`config.mk`:
```
export PLATFORM = sky130hd
export DESIGN_NAME = tx_gearbox_66to32_flat
export DESIGN_NICKNAME = d
export VERILOG_FILES = /design/src/rtl/teng_phy_pkg.sv /design/src/rtl/tx_gearbox_66to32_if.sv /design/src/rtl/tx_gearbox_66to32.sv /design/src/flat_wrapper.sv
export SDC_FILE = /design/constraint.sdc
export NUM_CORES = 1
export LEC_CHECK = 0
export CAP_MARGIN = 10
export CORE_UTILIZATION = 59
export CTS_CLUSTER_SIZE = 40
export DETAILED_ROUTE_END_ITERATION = 12
export PLACE_DENSITY_LB_ADDON = 0.15
export SYNTH_ARGS = -nofsm -noshare
export SYNTH_HDL_FRONTEND = slang
export SYNTH_SLANG_ARGS = --single-unit
```
`constraint.sdc`:
```
create_clock -name clk_i -period 3.3 [get_ports clk_i]
set_clock_uncertainty 0.15 [all_clocks]
set_input_delay 0.66 -clock clk_i [delete_from_list [all_inputs] [get_ports clk_i]]
set_output_delay 0.66 -clock clk_i [all_outputs]
set_load 0.01 [all_outputs]
```
`src/rtl/teng_phy_pkg.sv`:
```
// Shared 10G PHY constants: block and word geometry and the 64b/66b sync headers.
package teng_phy_pkg;
   localparam int BLOCK_W = 66;
   localparam int WORD_W  = 32;
   localparam int BUF_W   = 128;
   localparam int LVL_W   = 7;

   localparam logic [1:0] SYNC_DATA = 2'b01;
   localparam logic [1:0] SYNC_CTRL = 2'b10;
endpackage

```
`src/rtl/tx_gearbox_66to32_if.sv`:
```
// Block-in / word-out bundle between scrambler, gearbox and transceiver TX port.
interface tx_gearbox_66to32_if;
   import teng_phy_pkg::*;

   logic [BLOCK_W-1:0] data_i;
   logic               data_vld_i;
   logic               data_rdy_o;
   logic [WORD_W-1:0]  data_o;
   logic               data_vld_o;
   logic               underrun_o;

   modport master (
      output data_i, data_vld_i,
      input  data_rdy_o, data_o, data_vld_o, underrun_o
   );

   modport slave (
      input  data_i, data_vld_i,
      output data_rdy_o, data_o, data_vld_o, underrun_o
   );
endinterface

```
`src/rtl/tx_gearbox_66to32.sv`:
```
// 66-to-32 TX gearbox: LSB-aligned bit buffer, one 32-bit word out per cycle while
// at least 32 bits are held, 66-bit blocks pulled in whenever the level allows.
module tx_gearbox_66to32
   import teng_phy_pkg::*;
#(
   parameter int RDY_THRESH = 64
) (
   input logic                clk_i,
   input logic                rst_i,
   tx_gearbox_66to32_if.slave bus
);

   logic [BUF_W-1:0]  r_buf;
   logic [LVL_W-1:0]  r_lvl;
   logic              r_started;
   logic              r_rdy;
   logic              r_vld;
   logic              r_underrun;
   logic [WORD_W-1:0] r_data;

   logic              w_emit;
   logic              w_acc;
   logic [LVL_W-1:0]  w_base;
   logic [LVL_W-1:0]  w_lvl_n;
   logic [BUF_W-1:0]  w_kept;
   logic [BUF_W-1:0]  w_new;
   logic [BUF_W-1:0]  w_buf_n;

   // New block lands just above whatever survives this cycle's emit.
   always_comb begin
      w_emit  = (r_lvl >= LVL_W'(WORD_W));
      w_acc   = bus.data_vld_i & r_rdy;
      w_base  = w_emit ? (r_lvl - LVL_W'(WORD_W)) : r_lvl;
      w_lvl_n = w_acc ? (w_base + LVL_W'(BLOCK_W)) : w_base;
      w_kept  = w_emit ? (r_buf >> WORD_W) : r_buf;
      w_new   = w_acc ? (BUF_W'(bus.data_i) << w_base) : '0;
      w_buf_n = w_kept | w_new;
   end

   always_ff @(posedge clk_i) begin
      if (rst_i) begin
         r_buf      <= '0;
         r_lvl      <= '0;
         r_started  <= 1'b0;
         r_rdy      <= 1'b0;
         r_vld      <= 1'b0;
         r_underrun <= 1'b0;
         r_data     <= '0;
      end else begin
         r_buf      <= w_buf_n;
         r_lvl      <= w_lvl_n;
         if (w_emit) begin
            r_data <= r_buf[WORD_W-1:0];
         end
         r_vld      <= w_emit;
         r_rdy      <= (int'(w_lvl_n) < RDY_THRESH);
         r_started  <= r_started | w_acc;
         // Gaps before the first block are just idle line, not an underrun.
         r_underrun <= r_underrun | (r_started & ~w_emit);
      end
   end

   assign bus.data_rdy_o = r_rdy;
   assign bus.data_o     = r_data;
   assign bus.data_vld_o = r_vld;
   assign bus.underrun_o = r_underrun;

endmodule

```
`src/flat_wrapper.sv`:
```
// flat-port wrapper written by rule: the top's interface ports become plain ports
module tx_gearbox_66to32_flat import teng_phy_pkg::*;
#(
   parameter int RDY_THRESH = 64
)
  (clk_i, rst_i, bus_data_i, bus_data_vld_i, bus_data_rdy_o, bus_data_o, bus_data_vld_o, bus_underrun_o);
  tx_gearbox_66to32_if bus_i ();
  input logic clk_i;
  input logic rst_i;
  input wire logic [$bits(bus_i.data_i)-1:0] bus_data_i;
  input wire logic [$bits(bus_i.data_vld_i)-1:0] bus_data_vld_i;
  output wire logic [$bits(bus_i.data_rdy_o)-1:0] bus_data_rdy_o;
  output wire logic [$bits(bus_i.data_o)-1:0] bus_data_o;
  output wire logic [$bits(bus_i.data_vld_o)-1:0] bus_data_vld_o;
  output wire logic [$bits(bus_i.underrun_o)-1:0] bus_underrun_o;
  assign bus_i.data_i = bus_data_i;
  assign bus_i.data_vld_i = bus_data_vld_i;
  assign bus_data_rdy_o = bus_i.data_rdy_o;
  assign bus_data_o = bus_i.data_o;
  assign bus_data_vld_o = bus_i.data_vld_o;
  assign bus_underrun_o = bus_i.underrun_o;
  tx_gearbox_66to32 #(.RDY_THRESH(RDY_THRESH)) u_core (.clk_i(clk_i), .rst_i(rst_i), .bus(bus_i));
endmodule
```
==> run summary, run 1 <==
Setup slack closes at 0.5378 ns. Prevailing post-synth register cell: sky130_fd_sc_hd__dfxtp_1. The number of endpoints failing setup at the final stage came out at 0. 0 antenna diodes ended up in the layout.

The area share of xor/xnor cells in the synthesized design came out at 0.002266. The clock sink count was 170. In the final design database the tool counted 1524 nets. The fraction of the mapped netlist area in simple logic gates was 0.1857. Counting flops and latches in the post-synthesis netlist gives 170.

After layout, the minimum clock period comes to 2.762 ns. For the worst-skew pair, the clock arrives at the later sink with an insertion delay of 0.44 ns. Compared with the post-synthesis result, the final layout area differs by 18.72%. Ranked by total cell area, the synthesized netlist is headed by sky130_fd_sc_hd__dfxtp_1 (29%), sky130_fd_sc_hd__mux4_2 (9.1%), sky130_fd_sc_hd__nand2_1 (8.2%). Die height: 142.2 µm. STA puts the critical path data arrival time at 2.91 ns. The floorplan step defined a core boundary enclosing 18960 µm². The fraction of the mapped netlist area in adder cells was 0.001079; the number of maximum-capacitance violations was 0. The number of port buffers is 103, and the number of different library cells in the post-synthesis netlist is 70. The share of synthesized area occupied by flip-flops and latches is 0.2935, and the count of standard-cell rows is 50. The run gives 0.3168 as the tightest slew margin relative to the limit.

The area of the die came out at 20220 µm². Synthesis handed over a netlist of 1377 instances. After global routing the overflow that remains totals 0.

The via count of the first global-routing pass was 10786; the average size of a mapped cell was 8.419 µm². For the number of filler instances in the final layout, the log shows 1527. Worst hold path class: register to register. The synthesized design spends more area on one cell type than any other, namely sky130_fd_sc_hd__dfxtp_1. The number of gates resized after CTS was 0. For this run, design rule violations remaining after detail routing come to 0. The area share of the leading cell type in the synthesized netlist was 0.2935. Counting along the longest clock path gives a buffer depth of 2. After clock tree synthesis, the setup repair step added 0 buffers. The initial antenna violation count is 0, and the area fraction in compound gates after synthesis is 0.2188.

The number of nets in the synthesized netlist is 1447. The flow ran to the end, and the final reports show no timing, DRC or antenna violations. Timing would allow up to 362.0 MHz. The fraction of layout cells with a size suffix above 1 is 0.1738. For this design the ratio of total power to cell area is 410.3 nW/µm². The dominant cell by count in the synthesized netlist was sky130_fd_sc_hd__nand2_1. The detail route stage leaves a number of antenna-violating nets equal to 0. The congestion estimate from routability-driven global placement came to 1.032. From left edge to right edge, the die measures 142.2 µm. The run gives 0.4311 as the total track usage. STA classifies the critical path endpoint as a register. The tree is rooted in a sky130_fd_sc_hd__clkbuf_16. Total power for the finished layout comes to 5648 µW. The clock tree synthesis step divided the H-tree into 4 levels.

Wires add up to 43090 µm. For the number of pins with negative max-slew slack in the final report, the log shows 0. The leakage power total came out at 0.004782 µW. The number of hold buffers added after CTS was 0. Entering global routing, the biggest net connects 93 pins.

The number of failing hold endpoints at the final stage was 0. Clock-pin transition on the worst setup and hold timing paths: 0.08 ns. Worst setup slack after placement: 0.1412 ns. The tools report the total negative slack as 0 ns.

The first global-routing pass estimated 65360 µm of wire. By count the netlist is led by sky130_fd_sc_hd__nand2_1 (253), sky130_fd_sc_hd__dfxtp_1 (170), sky130_fd_sc_hd__nor2_1 (135), sky130_fd_sc_hd__a21oi_1 (93), sky130_fd_sc_hd__clkbuf_1 (85). The first-pass detailed-route iteration total was 9; the final cycle utilization of the critical path was 0.8370. The total number of yosys warnings is 0. The tools report the top-level I/O count as 104. The share of synthesized area spent on multiplexers is 0.2480, and the maximum net fanout on the critical path is 25. In this run, synthesis inferred 0 flip-flops with an integrated enable. STA puts the critical path data required time at 3.45 ns. For the pin with the worst max-slew slack, the measured transition is 1.024 ns. Detailed placer's ending HPWL: 31210 µm. After the first detailed-routing iteration, the DRC count stood at 1851.

TritonCTS built the clock tree. The combinational family with the most area after synthesis is multiplexers. The number of clock buffers added by TritonCTS is 17. The logs give 12011 for the total number of vias and 11590 µm² for the mapped cell area.

The via-per-instance ratio works out to 6.955. Startpoint-to-endpoint class of the critical path: register to register. Setup repair after global routing left no endpoint under its margin. IR analysis of the VDD net gives a maximum drop of 0.4599 mV. The initial core utilization was 0.6116.

Final routed wire length divided by cell count: 24.95 µm. Post-synthesis async set-or-reset flop share: 0. STA classifies the critical path startpoint as a register.
-- through the flow --
| step | instance area [µm²] | hold slack (ns) | cells | util |
|---|---|---|---|---|
| floorplan | 11590 | 0.2832 | 1377 | - |
| global placement | 13120 | 0.2866 | 1695 | 0.6921 |
| detailed placement | 13120 | 0.2923 | 1695 | 0.6921 |
| CTS | 13760 | 0.3025 | 1727 | 0.7261 |
| global route | 13760 | 0.3163 | 1727 | 0.7261 |
| finish | 13760 | 0.2995 | 1727 | 0.7261 |
-- state kept, by name, indices dropped and copies added (netlist names) --
register,cells
u_core.r_buf,128
u_core.bus.data_rdy_o,1
u_core.r_started,1
u_core.bus.underrun_o,1
u_core.bus.data_vld_o,1
u_core.bus.data_o,32
u_core.r_lvl,6
-- worst max-delay path: stages (launching register included) --
cell	delay, ns
sky130_fd_sc_hd__dfxtp_4	0.41
sky130_fd_sc_hd__buf_4	0.35
sky130_fd_sc_hd__mux2_2	0.40
sky130_fd_sc_hd__a22oi_1	0.46
sky130_fd_sc_hd__o21ai_0	0.40
sky130_fd_sc_hd__a222oi_1	0.37
sky130_fd_sc_hd__nor2_1	0.06
-- report_power, final --
group          total, µW  switching, µW  leakage (µW)  internal, µW
registers           2210           78.0       0.00138          2140
logic               1240            728       0.00309           509
clock network       2200           1020      0.000312          1180
-- path summary, 6_finish.rpt --
path	from	endpoint	slack, ns	depth (start not counted)
max	u_core.r_lvl[2]	u_core.r_buf[115]	0.54	6
min	u_core.r_buf[8]	u_core.bus.data_o[8]	0.30	2
max reg2reg	u_core.r_lvl[2]	u_core.r_buf[115]	0.54	6
min reg2reg	u_core.r_buf[8]	u_core.bus.data_o[8]	0.30	2
-- area by class of cell --
type	instances	area, µm²	share of cell area
Clock buffer	17	425.4	0.03091
Clock inverter	15	220.2	0.01600
Inverter	9	33.78	0.002454
Multi-Input combinational cell	1072	7619	0.5535
Sequential cell	170	3417	0.2482
Tap cell	260	325.3	0.02363
Timing Repair Buffer	184	1724	0.1253
-- placed cells by master (no fill, tap or decap), drive strengths merged, types with 20 or more instances in the layout --
cell type,instances
o211ai,20
nand2b,23
dfxtp,170
mux2i,72
clkdlybuf4s50,102
mux4,62
mux2,62
a31oi,38
nand2,253
buf,82
o22ai,25
a221oi,30
a21oi,93
nor2,135
o21ai,40
a211oi,21
-- cell families (layout without fill, tap and decap cells) --
group	after synthesis	after routing
simple gates	502	502
buf+inv	135	225
flops	170	170
xor+xnor	3	3
mux	196	196
compound gates	370	370
fa+ha+maj	1	1
-- per-layer routing --
metal  part of all wire  track usage
met1               0.40       0.5938
met2               0.42       0.6225
met3               0.13       0.1221
met4              0.055       0.1981
met5                  0            0
Note: power is estimated with default switching activity, not from simulation.
==> run 2, diff against run 1 <==
--- a/config.mk
+++ b/config.mk
@@ -6,7 +6,7 @@
 export NUM_CORES = 1
 export LEC_CHECK = 0
 export CAP_MARGIN = 10
-export CORE_UTILIZATION = 59
+export CORE_UTILIZATION = 53
 export CTS_CLUSTER_SIZE = 40
 export DETAILED_ROUTE_END_ITERATION = 12
 export PLACE_DENSITY_LB_ADDON = 0.15
==> constraint.sdc (replaced) <==
create_clock -name clk_i -period 2.2 [get_ports clk_i]
set_clock_uncertainty 0.15 [all_clocks]
set_input_delay 0.44 -clock clk_i [delete_from_list [all_inputs] [get_ports clk_i]]
set_output_delay 0.44 -clock clk_i [all_outputs]
set_load 0.01 [all_outputs]
==> run summary, run 2 (same netlist as run 1, synthesis figures left out) <==
The run finished, with violations left. The final reports fail on negative setup slack. The path class of the tightest hold or removal check is register to register. The tools report the met2 track utilization from global routing as 0.6569 (+0.03440).

The maximum root-to-sink buffer count is 2 (unchanged), and the number of buffers added by the clock tree synthesis step is 17 (unchanged). The tools report the number of failing hold endpoints at the final stage as 0 (unchanged). The transition time at the pin with the least slew margin was 0.6507 ns (-0.3730 ns); the number of standard cells in the final layout excluding fillers was 1950 (+13%). The tools report the initial core utilization as 0.5463 (-0.06527). Achievable frequency: 404.0 MHz (+12%). The tools report the worst setup slack after layout as -0.2753 ns (-0.8131 ns). In the layout the commonest cells are sky130_fd_sc_hd__nand2_1 (246), sky130_fd_sc_hd__buf_4 (245), sky130_fd_sc_hd__dfxtp_1 (165).

The run gives 83 (-11%) as the largest net degree at the start of global routing. The most common cell after layout, fill and taps aside is sky130_fd_sc_hd__nand2_1. Power per cell area: 544.9 nW/µm² (+33%). The number of maximum-capacitance violations came out at 0 (unchanged).

Busiest layer in global routing: met2. The fraction of met1 tracks used by global routing was 0.5872 (-0.006589); the data arrival time of the critical path was 2.66 ns (-0.25 ns). The startpoint identified for the worst register-to-register timing path is u_core.r_lvl[2]. The sum of overflow across all layers after global routing is 0 (unchanged). The tools report the via count of the first global-routing pass as 12159 (+13%). The tools report the clock latency at the later pin of the worst-skew pair as 0.45 ns (about the same). For this design, the slowest cell found on the critical path is sky130_fd_sc_hd__mux4_2. The delay of the slowest cell on the worst path is 0.57 ns (+0.11 ns). The run gives 2.38 ns (-1.07 ns) as the required time of the critical path. Met3 track demand over resource in global routing: 0.1073 (-0.01482). Compared with the post-synthesis result, the final layout area differs by 41.06%.

The initial antenna violation count was 0 (unchanged). The final cycle utilization of the critical path is 1.125 (+0.2881). The weighted congestion reported at the end of routability-driven placement is 1.009 (-2.2%), and the setup slack of the worst register-to-register path is -0.28 ns (-0.81 ns). The tightest slew margin relative to the limit was 0.5616 (+0.2448). The cell chosen for the clock root is sky130_fd_sc_hd__clkbuf_16. The fraction of layout cells with a size suffix above 1 is 0.3504 (+0.1766), and the clock-pin transition on the worst setup and hold timing paths is 0.08 ns (about the same). STA classifies the critical path endpoint as a register. The highest ir drop seen on vdd was 0.5891 mV (+28%); the die width was 149.9 µm (+5.4%).

By startpoint and endpoint, the worst setup path is classified as register to register. The cell occurring most often along the worst timing path is sky130_fd_sc_hd__buf_4. The wire length of the first global-routing pass is 72520 µm (+11%). The total of hold buffers inserted after clock tree synthesis is 0 (unchanged), and the die height is 149.9 µm (+5.4%).

Launch point of the worst hold path: u_core.bus.data_o[6]. The total number of vias was 12913 (+7.5%); the clock sink count was 170 (unchanged). Dominant delay contributor by cell family on the critical path: multiplexers. The number of nets in the layout is 1732 (+14%). The number of port buffers is 103 (unchanged), and the number of pins with negative max-slew slack in the final report is 0 (unchanged).

For the deepest level of the CTS H-tree, the log shows 4 (unchanged). More flip-flops sit in one register than any other, and that register is u_core.r_buf. The area of the die is 22470 µm² (+11%).

Walking the worst path, the cells encountered are buf_12, buf_16, buf_4, mux4_2, mux2_2, mux2i_1, buf_4, o21ai_0, o31a_1. The first-pass detailed-route iteration total is 5 (-4), and the number of DRC violations after detailed-routing iteration 0 is 1437 (-22%). Antenna diode instance count: 0 (unchanged).

STA classifies the critical path startpoint as a register. Total track usage: 0.4373 (+0.006201). Setup repair after global routing could not meet its margin everywhere. The post-placement cell count was 1900 (+12%); the detailed placer's ending HPWL was 35750 µm (+15%). The via-per-instance ratio works out to 6.622 (-4.8%). TritonCTS built the clock tree. Maximum net fanout on the critical path: 18 (-28%). The flip-flop count of the largest register after layout works out to 128 (unchanged). Final period demand of the worst path: 2.475 ns (-0.2869 ns). The tools report the number of antenna-violating nets in the routed design as 0 (unchanged).

The count of standard-cell rows is 53 (+6.0%), and the number of endpoints failing setup at the final stage is 109 (+109). The post-route total power is 8912 µW (+58%), and the count of buffering cells on the critical path with inverters included is 4 (+3). For the core region area, the log shows 21220 µm² (+12%). The logs give 0.006043 µW (+26%) for the leakage power total and 0 (unchanged) for the number of remaining DRC errors. The final routed wire length divided by cell count is 25.28 µm (+1.3%), and the final routed wirelength across all metal layers is 49300 µm (+14%). The tools report the top-level I/O count as 104 (unchanged). The most critical setup path has its startpoint at u_core.r_lvl[2].
[run 2: cell count changes in the layout (fill, tap and decap cells not counted), sizes merged]
cell | before | now
buf | 82 | 290
bufinv | 2 | 0
clkbuf | 17 | 18
clkinv | 7 | 12
clkinvlp | 1 | 2
inv | 14 | 9
[run 2: worst paths after layout]
path,endpoint,depth (start not counted)
min,u_core.bus.data_o[6],2
max,u_core.r_buf[65],9
min reg2reg,u_core.bus.data_o[6],2
max reg2reg,u_core.r_buf[65],9
[run 2: what timing repair did]
action / in CTS / in global routing
gates resized for setup: 122 / 104
setup endpoints to repair: 118 / 122
setup buffers: 10 / 8
pin swaps: 6 / 12
cloned: 0 / 0
[run 2: worst reg2reg max path, stage by stage, from the launching register on]
cell,delay (ns)
sky130_fd_sc_hd__dfxtp_4,0.37
sky130_fd_sc_hd__buf_12,0.15
sky130_fd_sc_hd__buf_16,0.19
sky130_fd_sc_hd__buf_4,0.14
sky130_fd_sc_hd__mux4_2,0.57
sky130_fd_sc_hd__mux2_2,0.30
sky130_fd_sc_hd__mux2i_1,0.13
sky130_fd_sc_hd__buf_4,0.16
sky130_fd_sc_hd__o21ai_0,0.08
sky130_fd_sc_hd__o31a_1,0.12
[run 2: area by class of cell]
| cell class | instances | area (µm²) |
|---|---|---|
| Clock buffer | 18 | 429.2 |
| Clock inverter | 14 | 158.9 |
| Fill cell | 1481 | 4866 |
| Inverter | 9 | 37.54 |
| Multi-Input combinational cell | 1072 | 8412 |
| Sequential cell | 170 | 3417 |
| Tap cell | 275 | 344.1 |
| Timing Repair Buffer | 392 | 3556 |
[run 2: metrics by stage]
stage | worst slack [ns] | hold slack [ns] | setup TNS (ns) | utilization | cell area (µm²)
floorplan | -0.1619 | 0.2758 | -2.588 | - | 11620
global placement | -0.5888 | 0.2867 | -40.93 | 0.6934 | 14710
detailed placement | -0.6514 | 0.2923 | -45.30 | 0.6934 | 14710
CTS | -0.2164 | 0.3017 | -9.169 | 0.7457 | 15820
global route | -0.3245 | 0.3117 | -20.24 | 0.7707 | 16350
finish | -0.2753 | 0.3010 | -13.42 | 0.7707 | 16350
[run 2: where the power goes]
group / leakage, µW / total [µW] / switching, µW / internal [µW]
clock network: 0.000282 / 3000 / 1480 / 1520
registers: 0.00138 / 3310 / 103 / 3200
logic: 0.00438 / 2610 / 1360 / 1250
[run 2: routing by layer]
metal	vias to the layer above	share of wire	routed length, µm
met2	969	0.43	21190
li1	5706	-	-
met4	0	0.054	2640
met3	180	0.12	6078
met5	-	0	0
met1	6058	0.39	19390
